`src/rtl/ifmap_bank_scheduler.sv`:
```
// Ifmap bank scheduler: DMA load requests, in-order hand-off of full banks to the PEs, and bank recycling on NOC frees.
// Optional IFMAP_SCHED_PERF_EN adds the stall_cycles counter port.

module ifmap_bank_slot (
  input  logic       clk,
  input  logic       rst_n,
  input  logic       set_loading,
  input  logic       set_full,
  input  logic       set_in_use,
  input  logic       set_free,
  output logic [1:0] st
);
  localparam logic [1:0] B_FREE = 2'd0, B_LOADING = 2'd1, B_FULL = 2'd2, B_IN_USE = 2'd3;

  // Each set is qualified by a distinct current state, so at most one fires per cycle.
  always_ff @(posedge clk or negedge rst_n) begin
    if (!rst_n)           st <= B_FREE;
    else if (set_loading) st <= B_LOADING;
    else if (set_full)    st <= B_FULL;
    else if (set_in_use)  st <= B_IN_USE;
    else if (set_free)    st <= B_FREE;
  end
endmodule

module ifmap_bank_scheduler #(
  parameter int NUM_BANKS = 2,
  parameter int BATCH_L1  = 8,
  parameter int BATCH_L2  = 1,
  parameter int BATCH_L3  = 16,
  localparam int BANK_W   = $clog2(NUM_BANKS)
) (
  input  logic              clk,
  input  logic              rst_n,
  input  logic              start,
  input  logic [1:0]        layer_type_in,
  output logic              load_req_valid,
  input  logic              load_req_ready,
  output logic [BANK_W-1:0] load_req_bank,
  output logic [4:0]        load_req_batch,
  input  logic              load_done,
  input  logic [BANK_W-1:0] load_done_bank,
  output logic              pe_bank_valid,
  output logic [BANK_W-1:0] pe_bank_id,
  input  logic              pe_bank_take,
  input  logic              free_ifmap_buffer,
  output logic              busy,
  output logic              layer_done,
  output logic              err
`ifdef IFMAP_SCHED_PERF_EN
  ,output logic [15:0]      stall_cycles
`endif
);
  localparam logic [1:0] B_FREE = 2'd0, B_LOADING = 2'd1, B_FULL = 2'd2, B_IN_USE = 2'd3;

  typedef enum logic {S_IDLE, S_RUN} state_t;
  state_t state, state_nxt;

  logic [BANK_W-1:0] load_ptr, read_ptr, free_ptr, load_ptr_n;
  logic [4:0] issued, freed, total, issued_n, freed_n, total_sel;
  logic req_vld, req_nxt;
  logic layer_fin, err_nxt;
  logic [NUM_BANKS-1:0][1:0] bank_st;
  logic [NUM_BANKS-1:0] set_loading, set_full, set_in_use, set_free;

  logic accept, done_ok, pe_vld, take_ok, free_ok, start_ok;

  assign accept   = req_vld & load_req_ready;
  assign done_ok  = load_done & (bank_st[load_done_bank] == B_LOADING);
  assign pe_vld   = (bank_st[read_ptr] == B_FULL);
  assign take_ok  = pe_bank_take & pe_vld;
  assign free_ok  = free_ifmap_buffer & (bank_st[free_ptr] == B_IN_USE);
  assign start_ok = start & (state == S_IDLE) & (layer_type_in != 2'd3);

  assign issued_n   = issued + 5'(accept);
  assign load_ptr_n = load_ptr + BANK_W'(accept);
  assign freed_n    = freed + 5'(free_ok);

  always_comb begin
    total_sel = 5'(BATCH_L1);
    case (layer_type_in)
      2'd1:    total_sel = 5'(BATCH_L2);
      2'd2:    total_sel = 5'(BATCH_L3);
      default: total_sel = 5'(BATCH_L1);
    endcase
  end

  genvar b;
  generate
    for (b = 0; b < NUM_BANKS; b++) begin : g_bank
      assign set_loading[b] = accept  & (load_ptr       == BANK_W'(b));
      assign set_full[b]    = done_ok & (load_done_bank == BANK_W'(b));
      assign set_in_use[b]  = take_ok & (read_ptr       == BANK_W'(b));
      assign set_free[b]    = free_ok & (free_ptr       == BANK_W'(b));
      ifmap_bank_slot u_slot (
        .clk         (clk),
        .rst_n       (rst_n),
        .set_loading (set_loading[b]),
        .set_full    (set_full[b]),
        .set_in_use  (set_in_use[b]),
        .set_free    (set_free[b]),
        .st          (bank_st[b])
      );
    end
  endgenerate

  always_comb begin
    state_nxt = state;
    layer_fin = 1'b0;
    case (state)
      S_IDLE: if (start_ok) state_nxt = S_RUN;
      S_RUN: begin
        if (free_ok && (freed_n == total)) begin
          state_nxt = S_IDLE;
          layer_fin = 1'b1;
        end
      end
      default: state_nxt = S_IDLE;
    endcase
  end

  // Bank states are pre-update, so a bank freed this cycle is only requestable a cycle later.
  always_comb begin
    if (req_vld && !load_req_ready) req_nxt = 1'b1;
    else req_nxt = (state == S_RUN) && (issued_n < total) && (bank_st[load_ptr_n] == B_FREE);
  end

  always_comb begin
    err_nxt = (start & ((state == S_RUN) | (layer_type_in == 2'd3)))
            | (load_done & ~done_ok)
            | (pe_bank_take & ~pe_vld)
            | (free_ifmap_buffer & ~free_ok);
  end

  always_ff @(posedge clk or negedge rst_n) begin
    if (!rst_n) begin
      state      <= S_IDLE;
      load_ptr   <= '0;
      read_ptr   <= '0;
      free_ptr   <= '0;
      issued     <= '0;
      freed      <= '0;
      total      <= '0;
      req_vld    <= 1'b0;
      layer_done <= 1'b0;
      err        <= 1'b0;
    end else begin
      state      <= state_nxt;
      req_vld    <= req_nxt;
      layer_done <= layer_fin;
      err        <= err_nxt;
      if (start_ok) begin
        total    <= total_sel;
        load_ptr <= '0;
        read_ptr <= '0;
        free_ptr <= '0;
        issued   <= '0;
        freed    <= '0;
      end else begin
        load_ptr <= load_ptr_n;
        issued   <= issued_n;
        freed    <= freed_n;
        if (take_ok) read_ptr <= read_ptr + 1'b1;
        if (free_ok) free_ptr <= free_ptr + 1'b1;
      end
    end
  end

`ifdef IFMAP_SCHED_PERF_EN
  always_ff @(posedge clk or negedge rst_n) begin
    if (!rst_n) stall_cycles <= '0;
    else if (start_ok) stall_cycles <= '0;
    else if ((state == S_RUN) && !pe_vld && (issued != 5'd0) && (stall_cycles != 16'hFFFF))
      stall_cycles <= stall_cycles + 16'd1;
  end
`endif

  assign load_req_valid = req_vld;
  assign load_req_bank  = req_vld ? load_ptr : '0;
  assign load_req_batch = req_vld ? issued : '0;
  assign pe_bank_valid  = pe_vld;
  assign pe_bank_id     = pe_vld ? read_ptr : '0;
  assign busy           = (state == S_RUN);
endmodule

```
`config.mk`:
```
export PLATFORM = sky130hd
export DESIGN_NAME = ifmap_bank_scheduler
export DESIGN_NICKNAME = d
export VERILOG_FILES = /design/src/rtl/ifmap_bank_scheduler.sv
export SDC_FILE = /design/constraint.sdc
export NUM_CORES = 1
export LEC_CHECK = 0
export ABC_AREA = 1
export BUFFER_PORTS_ARGS = -buffer_cell sky130_fd_sc_hd__buf_2
export CAP_MARGIN = 5
export CORE_MARGIN = 2
export CORE_UTILIZATION = 54
export CTS_CLUSTER_SIZE = 24
export DETAILED_ROUTE_END_ITERATION = 10
export PLACE_DENSITY = 0.8
export SYNTH_ARGS = -nofsm -noshare
export SYNTH_HDL_FRONTEND = slang
export SYNTH_SLANG_ARGS = --single-unit
```
`constraint.sdc`:
```
create_clock -name clk -period 2.7 [get_ports clk]
set_input_delay 0.27 -clock clk [delete_from_list [all_inputs] [get_ports clk]]
set_output_delay 0.27 -clock clk [all_outputs]
set_load 0.01 [all_outputs]
```
# --- Word level (Yosys, flattened, before mapping) ---
# Cells that the tools add are included.
totals:
  regBits: 26
  wordCells: 103
classes:
  n_addsub: 5
  order_cmp: 5
  n_eq_ne: 8
  muxes: 33
  bitwise: 30
  n_reduce_logical: 10
ops:
  columns: ["operator", "count"]
  rows:
  - ["2-bit two-way mux", 16]
  - ["1-bit bitwise AND", 18]
  - ["5-bit two-way mux", 3]
  - ["1-bit two-way mux", 12]
  - ["5-bit by 1-bit adder with 5-bit output", 2]
  - ["5-bit one-hot mux with 2 select lines", 1]
  - ["2-bit == test, second input constant", 4]
  - ["1-bit by 2-bit < comparator with 1-bit output, second input constant", 4]
  - ["1-bit NOT", 8]
  - ["4-bit nonzero test", 2]
  - ["5-bit == test", 1]
  - ["5-bit < comparator", 1]
  - ["2-bit by 1-bit == test with 1-bit output, second input constant", 2]
  - ["1-bit logical AND", 4]
  - ["1-bit bitwise OR", 4]
  - ["2-bit nonzero test", 2]
  - ["1-bit adder, second input constant", 2]
  - ["2-bit zero test", 1]
  - ["2-bit inequality test, second input constant", 1]
  - ["1-bit one-hot mux with 2 select lines", 1]
  - ["1-bit adder", 1]
  - ["1-bit zero test", 1]

# --- Logic depth before layout (Yosys ltp) ---
depth:
  ltp_word: 9
  depth_mapped: 14
  depth_no_buf: 14

# --- Modules after synthesis ---
# From an unflattened synthesis, not the netlist that was laid out.
unflattened:
  cells_unflattened: 186
  hier_area_um2: 1411.4
by_module_without_submodules:
  columns: ["module", "n_inst", "cells_each", "area_per_inst_um2"]
  rows:
  - ["ifmap_bank_scheduler", 1, 162, 1228.7]
  - ["ifmap_bank_slot", 2, 12, 91.3]

# --- Least setup slack after synthesis ---
# OpenSTA, ideal clock, no wires.
synth_path:
  kind: "reg2reg"
  startpoint: "reg req_vld (netlist: load_req_valid)"
  endpoint: "reg req_vld (netlist: load_req_valid)"
  setup_ns: 0.065
  t_arrival_ns: 1.917
  setup_slack_ns: 0.718
  path_stages_with_launch: 13
  n_path_buf: 1
  period_less_slack_ns: 1.982
  path_cell_list: "dfrtp_1 > clkbuf_1 > nand2_1 > inv_1 > ha_1 > ha_1 > nand3_1 > xor2_1 > inv_1 > ha_1 > nor4_1 > nand2_1 > nand2_1"
synth_via:
  elab_chain_cells: 7
  word_cells_on_any_way: 11
  classes_between: "add/sub: 2; order compare: 1; mux: 3; bitwise: 1; reduce/logical: 4"
synth_rtl:
  columns: ["element", "line", "text"]
  rows:
  - ["start, declared", "60", "logic req_vld, req_nxt;"]
  - ["start signal, assigned", "148", "req_vld <= req_nxt;"]
  - ["branches (longest 6 deep; another with 5-bit by 1-bit adder with 5-bit output)", null, null]
  - ["1-bit two-way mux *", "123", "if (req_vld && !load_req_ready) req_nxt = 1'b1;"]
  - ["net req_nxt", "60", null]
# Mark *: on every way through the listed nets, which the timed path passes. The select of a mux whose other input is x is not followed.
# A chain may end at the register's enable or synchronous reset.

# --- Final worst setup path ---
# Same ends and word-level chain as after synthesis.

==> impl_metrics.toml <==
[logic_synthesis]
synth_compound_area_frac = 0.0665
yosys.area_share.adder = 0.100
synth_most_common_cell = "nand2_1"
yosys-top-cells-count = "40 x nand2_1, 37 x inv_1, 24 x dfrtp_1, 15 x nor2_1, 13 x nand3_1"
postSynthAreaPerCell_um2 = 7.81
yosys.area_share.simple = 0.270
yosysTopAreaCellShare = 0.437
synth_xor_area_frac = 0.0191
synth_edf_count = 0
yosysTopAreaCell = "dfrtp_1"
yosys-top-cells-area = "dfrtp_1 44%, nand2_1 11%, inv_1 10%"
synth_mux_area_frac = 0
synthFlopType = "dfrtp_1"
synth_cell_types = 23
synth_area_um2 = 1370
synth_seq_cells = 24
synth_nets = 197
yosysWarnings = 0
async_flop_share = 1.00
netlist_instances = 176
synth_top_family_by_area = "simple AND/OR/NAND/NOR gates"
synth.yosys.seq_area_share = 0.437

[run_status]
status = "finished clean"

[setup_path]
cp-start-kind = "register"
path_class = "register to register"
reg2reg_depth = 11
cp.required_ps = 2960
end_kind = "register"
crit_fanout = 9
cp.arrival_ps = 2360

[placement]
dp_slack_ps = 623
place_congestion = 0.824
dp.cells = 225
dp_hpwl_um = 2150
portBuffers = 21

[layout]
syn_to_final_growth_pct = 12.1
drive_above_1_share = 0.141
num_antenna_cells = 0
num-nets-final = 222
finalNonFillerCells = 229
nFillCells = 229

[global_routing]
grt_pass1_vias = 1057
grt_pass1_wl_um = 4270
grt_max_degree = 25
antenna_found_initial = 0
groute.usage.overall = 0.206
grt_overflow = 0

[timing]
worstMarginPinSlew_ps = 703
maxSlewViolCount = 0
finalHoldViolations = 0
post-route-min-period_ps = 2100
whs_ps = 185
slew_headroom = 0.531
setup-tns-final_ps = 0
rsz0062_at_grt = "no"
setup_slack_ps = 599
setup_viol = 0
fmax_ghz = 0.476
period_share = 0.778
finClkSkew_ps = 3.73

[min_path]
hold_path_class = "primary input to register"
holdPathStages = 4

[power_and_ir_drop]
p_leak_nw = 0.948
power_mw = 1.39
powerDensity_nw_per_um2 = 904
irDropWorstVdd_mv = 0.483

[floorplan]
initial_utilization = 0.560
die_x_um = 54.4
core_area_um2 = 2450
die_y_um = 54.4
rows = 18
die-area_um2 = 2960
ioPinCount = 22

[routing]
wl_per_cell_um = 11.8
via_count = 1176
drt_first_pass_iters = 4
via_per_inst = 5.14
drc = 0
antenna_left = 0
wirelength_um = 2690
drtIter0Drc = 20

[clock_network]
htreeDepth = 1
clkTransAtPathRegs_ps = 120
clockRootBuffer = "clkbuf_4"
cts_buffers = 3
clkLatencyLatePin_ps = 310
clock-sinks = 24
cts_tree = "done"
cts_buffer_depth = 2
cts_resized = 0

[job]
cap_violations = 0
## layout by cell type, fill, tap and decap left out, drive strengths merged
cell,Yosys,routed
nand2,41,41
inv,37,37
dfrtp,24,24
buf,1,21
nor2,16,16
nand3,13,13
ha,11,11
nand4,9,9
o21ai,7,7
a21oi,5,5
clkbuf,1,3
xor2,2,2
nor3,2,2
and3,1,1
o211a,1,1
xnor2,1,1
o21a,1,1
nor4,1,1
a211oi,1,1
a31oi,1,1
dlygate4sd3,0,1
## worst max-delay path: stages, from the launching register on
cell	delay, ps
dfrtp_1	510
nand2_1	80
inv_1	120
ha_1	200
ha_1	200
nand3_1	100
xor2_1	180
inv_1	70
ha_1	180
nor4_1	280
nand2_1	100
nand2_1	60
## where the power goes
part           switching [mW]  internal (mW)  total (mW)
Combinational           0.369          0.245       0.614
Clock                   0.101         0.0522       0.153
Sequential              0.131          0.494       0.625
## routing by layer
metal	part of all wire	wire (µm)	track usage	vias up
met3	0.029	77	0.0246	4
met5	0	0	0	-
met2	0.53	1430	0.378	20
li1	-	-	-	605
met1	0.43	1160	0.239	547
met4	0.011	29	0.0875	0
## layout make-up
class | instances | area [µm²] | share of cell area
clock buffers | 3 | 22.5 | 0.0146
inverters | 37 | 139 | 0.0902
multi-input cells | 113 | 626 | 0.406
flip-flops and latches | 24 | 601 | 0.390
well taps | 30 | 37.5 | 0.0244
repair buffers | 22 | 115 | 0.0747
## logic make-up after synthesis
| group | Yosys count |
|---|---|
| simple gates | 83 |
| buf+inv | 39 |
| compound gates | 16 |
| xor+xnor | 3 |
| fa+ha+maj | 11 |
| flops | 24 |
## metrics by stage
step            util  instance area, µm²
5_1_grt        0.627                1540
3_5_place_dp   0.614                1510
6_report       0.627                1540
2_1_floorplan      -                1370
4_1_cts        0.627                1540
3_3_place_gp   0.614                1510
## sequential cells by signal, summed over array words and instances, names as in the netlist
name / flops
read_ptr: 1
err: 1
free_ptr: 1
freed: 5
load_req_valid: 1
load_ptr: 1
total: 3
busy: 1
issued: 5
layer_done: 1
g_bank.u_slot.st: 4
## repair_timing
action / CTS / global route
setup buffers: 0 / 0
setup endpoints to repair: 0 / 0
hold buffers: 1 / 0
hold endpoints to repair: 24 / 0
## final timing paths
kind,slack (ps),to,startpoint
max,600,load_req_valid,load_req_valid
min,180,load_req_valid,load_req_ready
max reg2reg,600,load_req_valid,load_req_valid
min reg2reg,550,busy,busy
max in group asynchronous,1900,freed[4],rst_n
min in group asynchronous,450,read_ptr,rst_n
Note: power is estimated with default switching activity, not from simulation.
